[src/rtl/multi_port_sync_fifo.sv]
// Multi-lane synchronous FIFO: PushPorts enqueue lanes and PopPorts dequeue lanes per cycle,
// arbitrary Depth with modulo pointer wrap, occupancy count, almost-full flag and single-cycle flush.
module multi_port_sync_fifo #(
  parameter int Depth           = 8,
  parameter int WordWidth       = 64,
  parameter int PushPorts       = 2,
  parameter int PopPorts        = 2,
  parameter int AlmostFullLevel = Depth - 2
) (
  input  logic                            clk,
  input  logic                            rstn,
  input  logic [PushPorts-1:0]            push_valid_i,
  input  logic [PushPorts*WordWidth-1:0]  push_payload_i,
  output logic [PushPorts-1:0]            push_ready_o,
  output logic [PopPorts-1:0]             pop_valid_o,
  output logic [PopPorts*WordWidth-1:0]   pop_payload_o,
  input  logic [PopPorts-1:0]             pop_ready_i,
  input  logic                            flush_i,
  output logic [$clog2(Depth+1)-1:0]      count_o,
  output logic                            empty_o,
  output logic                            full_o,
  output logic                            almost_full_o
);

  localparam int PtrW = $clog2(Depth);
  localparam int CntW = $clog2(Depth + 1);

  // Handshake: a lane transfers on a cycle where its valid and ready are both high at the
  // rising edge. Ready (push) and valid (pop) depend only on registered state, and the
  // active lanes of push_valid_i / pop_ready_i must be contiguous from lane 0.

  logic [WordWidth-1:0] mem [Depth];
  logic [PtrW-1:0]      head_ptr, tail_ptr;
  logic [CntW-1:0]      count_q, count_d;
  logic [CntW-1:0]      n_push, n_pop, free_slots;
  logic [PtrW-1:0]      wr_idx [PushPorts];
  logic [PtrW-1:0]      rd_idx [PopPorts];

  function automatic logic [PtrW-1:0] wrap_add(input logic [PtrW-1:0] ptr,
                                               input logic [CntW-1:0] n);
    logic [CntW:0] sum;
    sum = (CntW+1)'(ptr) + (CntW+1)'(n);
    if (sum >= (CntW+1)'(Depth)) sum = sum - (CntW+1)'(Depth);
    return PtrW'(sum);
  endfunction

  assign free_slots = CntW'(Depth) - count_q;

  for (genvar k = 0; k < PushPorts; k++) begin : g_push
    assign push_ready_o[k] = free_slots > CntW'(k);
    assign wr_idx[k]       = wrap_add(tail_ptr, CntW'(k));
  end

  for (genvar k = 0; k < PopPorts; k++) begin : g_pop
    assign pop_valid_o[k]                          = count_q > CntW'(k);
    assign rd_idx[k]                               = wrap_add(head_ptr, CntW'(k));
    assign pop_payload_o[k*WordWidth +: WordWidth] = mem[rd_idx[k]];
  end

  always_comb begin
    n_push = '0;
    for (int k = 0; k < PushPorts; k++)
      if (push_valid_i[k] && push_ready_o[k]) n_push = n_push + CntW'(1);
  end

  always_comb begin
    n_pop = '0;
    for (int k = 0; k < PopPorts; k++)
      if (pop_valid_o[k] && pop_ready_i[k]) n_pop = n_pop + CntW'(1);
  end

  assign count_d = count_q + n_push - n_pop;

  always_ff @(posedge clk) begin
    if (!rstn || flush_i) begin
      head_ptr <= '0;
      tail_ptr <= '0;
      count_q  <= '0;
    end else begin
      head_ptr <= wrap_add(head_ptr, n_pop);
      tail_ptr <= wrap_add(tail_ptr, n_push);
      count_q  <= count_d;
    end
  end

  // Payload storage has no reset; writes are suppressed during reset and flush.
  always_ff @(posedge clk) begin
    if (rstn && !flush_i) begin
      for (int k = 0; k < PushPorts; k++)
        if (push_valid_i[k] && push_ready_o[k])
          mem[wr_idx[k]] <= push_payload_i[k*WordWidth +: WordWidth];
    end
  end

  always_ff @(posedge clk) begin
    if (rstn) begin
      assert ((push_valid_i & (push_valid_i + PushPorts'(1))) == '0);
      assert ((pop_ready_i & (pop_ready_i + PopPorts'(1))) == '0);
    end
  end

  assign count_o       = count_q;
  assign empty_o       = (count_q == '0);
  assign full_o        = (count_q == CntW'(Depth));
  assign almost_full_o = (count_q >= CntW'(AlmostFullLevel));

endmodule

[config.mk]
export PLATFORM = sky130hd
export DESIGN_NAME = multi_port_sync_fifo
export DESIGN_NICKNAME = d
export VERILOG_FILES = /design/src/rtl/multi_port_sync_fifo.sv
export SDC_FILE = /design/constraint.sdc
export NUM_CORES = 1
export LEC_CHECK = 0
export BUFFER_PORTS_ARGS = -buffer_cell sky130_fd_sc_hd__buf_2
export CAP_MARGIN = 10
export CORE_MARGIN = 2
export CORE_UTILIZATION = 45
export DETAILED_ROUTE_END_ITERATION = 10
export SLEW_MARGIN = 20
export SYNTH_ARGS = -nofsm -noshare
export SYNTH_HDL_FRONTEND = slang
export SYNTH_SLANG_ARGS = --single-unit
[constraint.sdc]
create_clock -name clk -period 9.3 [get_ports clk]
set_clock_uncertainty 0.1 [all_clocks]
set_input_delay 1.86 -clock clk [delete_from_list [all_inputs] [get_ports clk]]
set_output_delay 1.86 -clock clk [all_outputs]
set_load 0.03 [all_outputs]
; ---- Yosys cells after proc, flatten, opt, wreduce, memory -nomap -nowiden
; Memories as Yosys holds them, arrays and structs flattened.
; Cells that the tools add are included.
[word_totals]
regBits = 10
mem_count = 1
wordCells = 56
romBits = 0
output_inout_bits = 139
input_bits = 135
mem_bits_rw = 512
latch_bits = 0
[mem_list]
columns = memory, depth, word_bits, rd, rd_clocked_by_memory_dff, wr, line
row1 = mem, 8, 64, 2, 0, 2, 32  ; logic [WordWidth-1:0] mem [Depth];
[classes]
bitwise_logic = 0
muxes = 16
n_reduce_logical = 9
multipliers = 0
n_eq_ne = 1
n_lt_le_gt_ge = 11
shifts = 0
addsub = 15
div = 0
[op_table]
columns = operator, count
row1 = $mux W3, 6
row2 = $sub A3 B1 Y3 const B, 6
row3 = $gt A4 B1 Y1 const B, 4
row4 = $add A3 B4 Y5, 2
row5 = $ge A5 B4 Y1 const B, 2
row6 = $add A3 B1 Y4 const B, 2
row7 = $add A4 B1 Y4 const B, 2
row8 = $ge A3 B4 Y1 const B, 2
row9 = $ge A4 B4 Y1 const B, 2
row10 = $mux W1, 8
row11 = $mux W4, 2
row12 = $logic_and A1 B1 Y1, 5
row13 = $add A4 B4 Y4, 1
row14 = $eq A4 B4 Y1 const B, 1
row15 = $ge A4 B3 Y1 const B, 1
row16 = $logic_not A4 Y1, 1
row17 = $sub A4 B4 Y4, 1
row18 = $sub A4 B4 Y4 const A, 1
row19 = $logic_not A1 Y1, 2
row20 = $logic_or A1 B1 Y1, 1

; ---- Longest topological paths before layout
[logic_depth]
word_depth = 9
mapped_depth = 13

; ---- Least setup slack after synthesis
; OpenSTA, ideal clock, no wires.
[synth_path]
path_kind = in2reg
startpoint = input port rstn
endpoint = memory mem[2][0] (enable)
stages = 4
t_arrival_ns = 6.981
path_buffers = 1
path_slack_ns = 1.645
cell_sequence = nor2b_1 clkbuf_1 nand4b_1 o21ai_0
[synth_lines]
columns = item, line
row1 = start: declaration, 11  ; input logic rstn,
row2 = end: declaration, 32

; ---- Worst setup path in the final report
[layout_path]
startpoint = register head_ptr[0]
endpoint = output port pop_payload_o[65]
[layout_between]
elab_chain_cells = 4
word_cells_on_any_way = 5
[layout_lines]
columns = item, line
row1 = start: declaration, 33  ; logic [PtrW-1:0] head_ptr, tail_ptr;
row2 = start signal: assignment, 80  ; head_ptr <= wrap_add(head_ptr, n_pop);
row3 = $add A3 B1 Y4 (*), 42  ; sum = (CntW+1)'(ptr) + (CntW+1)'(n);
row4 = $ge A4 B4 Y1 or $sub A3 B1 Y3 (tied branches), 43  ; if (sum >= (CntW+1)'(Depth)) sum = sum - (CntW+1)'(Depth);
row5 = $mux W3 (*), 43
row6 = $mem_v2 Z8 W64 (*), --
row7 = end: declaration, 16  ; output logic [PopPorts*WordWidth-1:0] pop_payload_o,
; Every way passes the cells marked *; elsewhere a longest branch is shown, timed or not.

==> flow_summary.ini <==
[outcome]
status = complete, no violations

[worst_setup_path]
critPathCaptureType = output pin
slowest_stage = dfxtp_4
cp.required_ns = 7.34
path_class = register to output pin
cp_num_buf_inv = 2
cpPeakStageDelay_ns = 0.89
cp-start-kind = register
cp_cell_sequence = ha_4 > xor2_4 > buf_4 > mux2_2 > buf_2
cp_max_fo = 49
worstPathArrival_ns = 4.29
crit_family = buffers and inverters

[clock_tree]
cts_resized = 0
htreeDepth = 2
cts_hold_buffers = 0
clkLatencyLatePin_ns = 0.62
root_buffer = clkbuf_16
clock_path_buffers = 3
post_cts_buffers = 0
cts.sinks = 522
numCtsBuffers = 59
path_clk_slew_ns = 0.06
cts_tree = done

[cells_and_area]
fill_cells = 5554
multi_input_area_mm2 = 0.0149
stdcell_area_mm2 = 0.0353
area_growth_pct = 12.7
drive_above_1_share_pct = 68.2
nets = 2035
seqCellArea_mm2 = 0.0156
stdcell_count = 2869

[grt]
grt_max_degree = 148
grt_use_total_pct = 23.7
first_global_vias = 18000
antenna_found_initial = 21
grt-ovfl-total = 0
grt_pass1_wl_mm = 123

[power]
p_switching_mw = 2.40
p_per_area_mw_per_mm2 = 217
p_clk_share_pct = 30.7
p_leak_nw = 12.0
ir_worst_vdd_mv = 0.312
swShare_pct = 31.4
combPwrFrac_pct = 33.3
pwr-share-seq_pct = 36.0
cell_internal_pwr_mw = 5.26

[die]
die_h_um = 268
fp-row-count = 96
start_util_pct = 45.5
io_pins = 274
fp.coreArea_mm2 = 0.0688
dieArea_mm2 = 0.0718
die_w_um = 268

[logic_synthesis]
synth-async-reset-ratio_pct = 0
synth_ff_type = edfxtp_1
synth_cells = 1644
synth_nets = 1797
yosysUniqueCellTypes = 34
synth-seq-cells = 522
synth_edf_count = 512
yosysWarningCount = 0
syn_area_mm2 = 0.0313
syn_avg_cell_area_um2 = 19.1
yosysSeqAreaShare_pct = 49.7

[timing]
setup_violations = 0
tns_ns = 0
clock.fmax_ghz = 0.160
fin_crit_sh_pct = 67.2
whs_ns = 0.515
slew_headroom_pct = 22.9
layout_min_cycle_time_ns = 6.25
rsz0062_at_grt = no
tightestPinTransition_ns = 1.15
drv_slew = 0
finalHoldViolCount = 0

[routing]
post_drt_via_cell_ratio = 6.00
wl_per_cell_um = 29.7
vias = 17200
wirelength_mm = 85.2
ant_nets = 0
drcViolationCount = 0
drt_iter0_markers = 1322
firstDrtPassIters = 5

[place]
dp_hpwl_mm = 48.1
placedCellCount = 2750
postPlaceCellArea_mm2 = 0.0333
gp_congestion = 0.736
io_buffer_count = 273

[min_path]
min-delay-path-class = register to register

[job]
cap_viol_max_count = 0
[cells in the mapped netlist (11+ instances only)]
master    instances  area share (%)
buf_1            20            0.24
buf_12           12            0.77
buf_2            23            0.37
buf_4            12            0.29
buf_6            26            0.93
clkbuf_1         37            0.44
edfxtp_1        512              49
ha_1             14            0.56
inv_1            13            0.16
mux2_2          346              12
mux2_4          294              14
mux4_2          256              18
nor2_1           11            0.13
[power by group through the flow]
| stage | clock network [mW] | registers (mW) | logic (mW) |
|---|---|---|---|
| finish | 2.35 | 2.76 | 2.55 |
| global route | 2.49 | 2.77 | 2.71 |
| CTS | 2.41 | 2.76 | 2.57 |
| detailed placement | 0 | 2.81 | 2.56 |
| global placement | 0 | 2.80 | 2.54 |
| floorplan | 0 | 2.78 | 1.96 |
[final timing paths]
path                                   from                 to  slack, ns  cells after the start
worst min register to register  tail_ptr[2]        tail_ptr[2]       0.51                      2
worst max-delay path            head_ptr[0]  pop_payload_o[65]       3.05                      5
worst min-delay path            tail_ptr[2]        tail_ptr[2]       0.51                      2
worst max register to register  tail_ptr[0]         mem[7][20]       5.20                      7
[layer usage]
layer,vias to the layer above,track usage [%],wire (µm)
met5,-,0,155
met4,28,5.78,1630
met3,127,5.19,4820
met2,462,40.2,42500
met1,9230,31.0,36000
li1,7366,-,-
[cell families (layout without fill, tap and decap cells)]
| kind of cell | Yosys count | in the layout | share of synthesized area (%) |
|---|---|---|---|
| and+or+nand+nor | 48 | 48 | 0.966 |
| AOI/OAI and AO/OA | 10 | 10 | 0.208 |
| adders and majority gates | 18 | 18 | 0.815 |
| muxes | 896 | 896 | 44.9 |
| buffers and inverters | 143 | 428 | 3.19 |
| other | 0 | 9 | 0 |
| DFF | 522 | 522 | 49.7 |
| xor gates and xnor gates | 7 | 7 | 0.196 |
[flip-flops by register name, summed over array words and instances, names as in the netlist]
| signal | cells |
|---|---|
| count_o | 4 |
| head_ptr | 3 |
| mem | 512 |
| tail_ptr | 3 |
[per-stage QoR]
step                worst slack, ns  utilization, %  power (mW)
floorplan                      1.64               -        4.74
global placement               3.45            48.4        5.34
detailed placement             3.42            48.4        5.37
CTS                            2.74            51.2        7.74
global route                   2.82            51.3        7.97
finish                         3.05            51.3        7.66
[cell type report]
class	instances	area share (%)
clock buffers	71	4.45
multi-input cells	979	42.1
clock inverters	37	1.06
inverters	13	0.138
well taps	931	3.30
diodes	9	0.0638
repair buffers	307	4.74
flip-flops and latches	522	44.1
[placed cells by master, fill, tap and decap left out, types with 3 or more instances in the layout]
cell type and instances:
xnor2_1 4, mux4_2 256, nor2_1 11, mux2_4 294
buf_2 273, ha_1 13, nand4_1 3, fa_1 4
clkbuf_8 3, nand2_1 5, o21bai_4 4, dfxtp_1 7
clkbuf_1 8, bufinv_16 7, and2_1 9, clkbuf_16 60
edfxtp_1 512, and3_4 4, mux2_2 346, nand2b_1 4
buf_4 31, clkinv_2 16, dfxtp_4 3, inv_1 13
clkinv_1 9, diode_2 9
[worst register-to-register path, stage by stage (launching register included)]
cell and delay [ns]:
dfxtp_1 0.57, ha_1 0.27, xnor2_1 0.09, nor2_1 0.15, and3_4 0.89, o21bai_4 0.29, buf_4 0.57, buf_4 0.76
No activity file was read; power rests on OpenSTA's default activity.
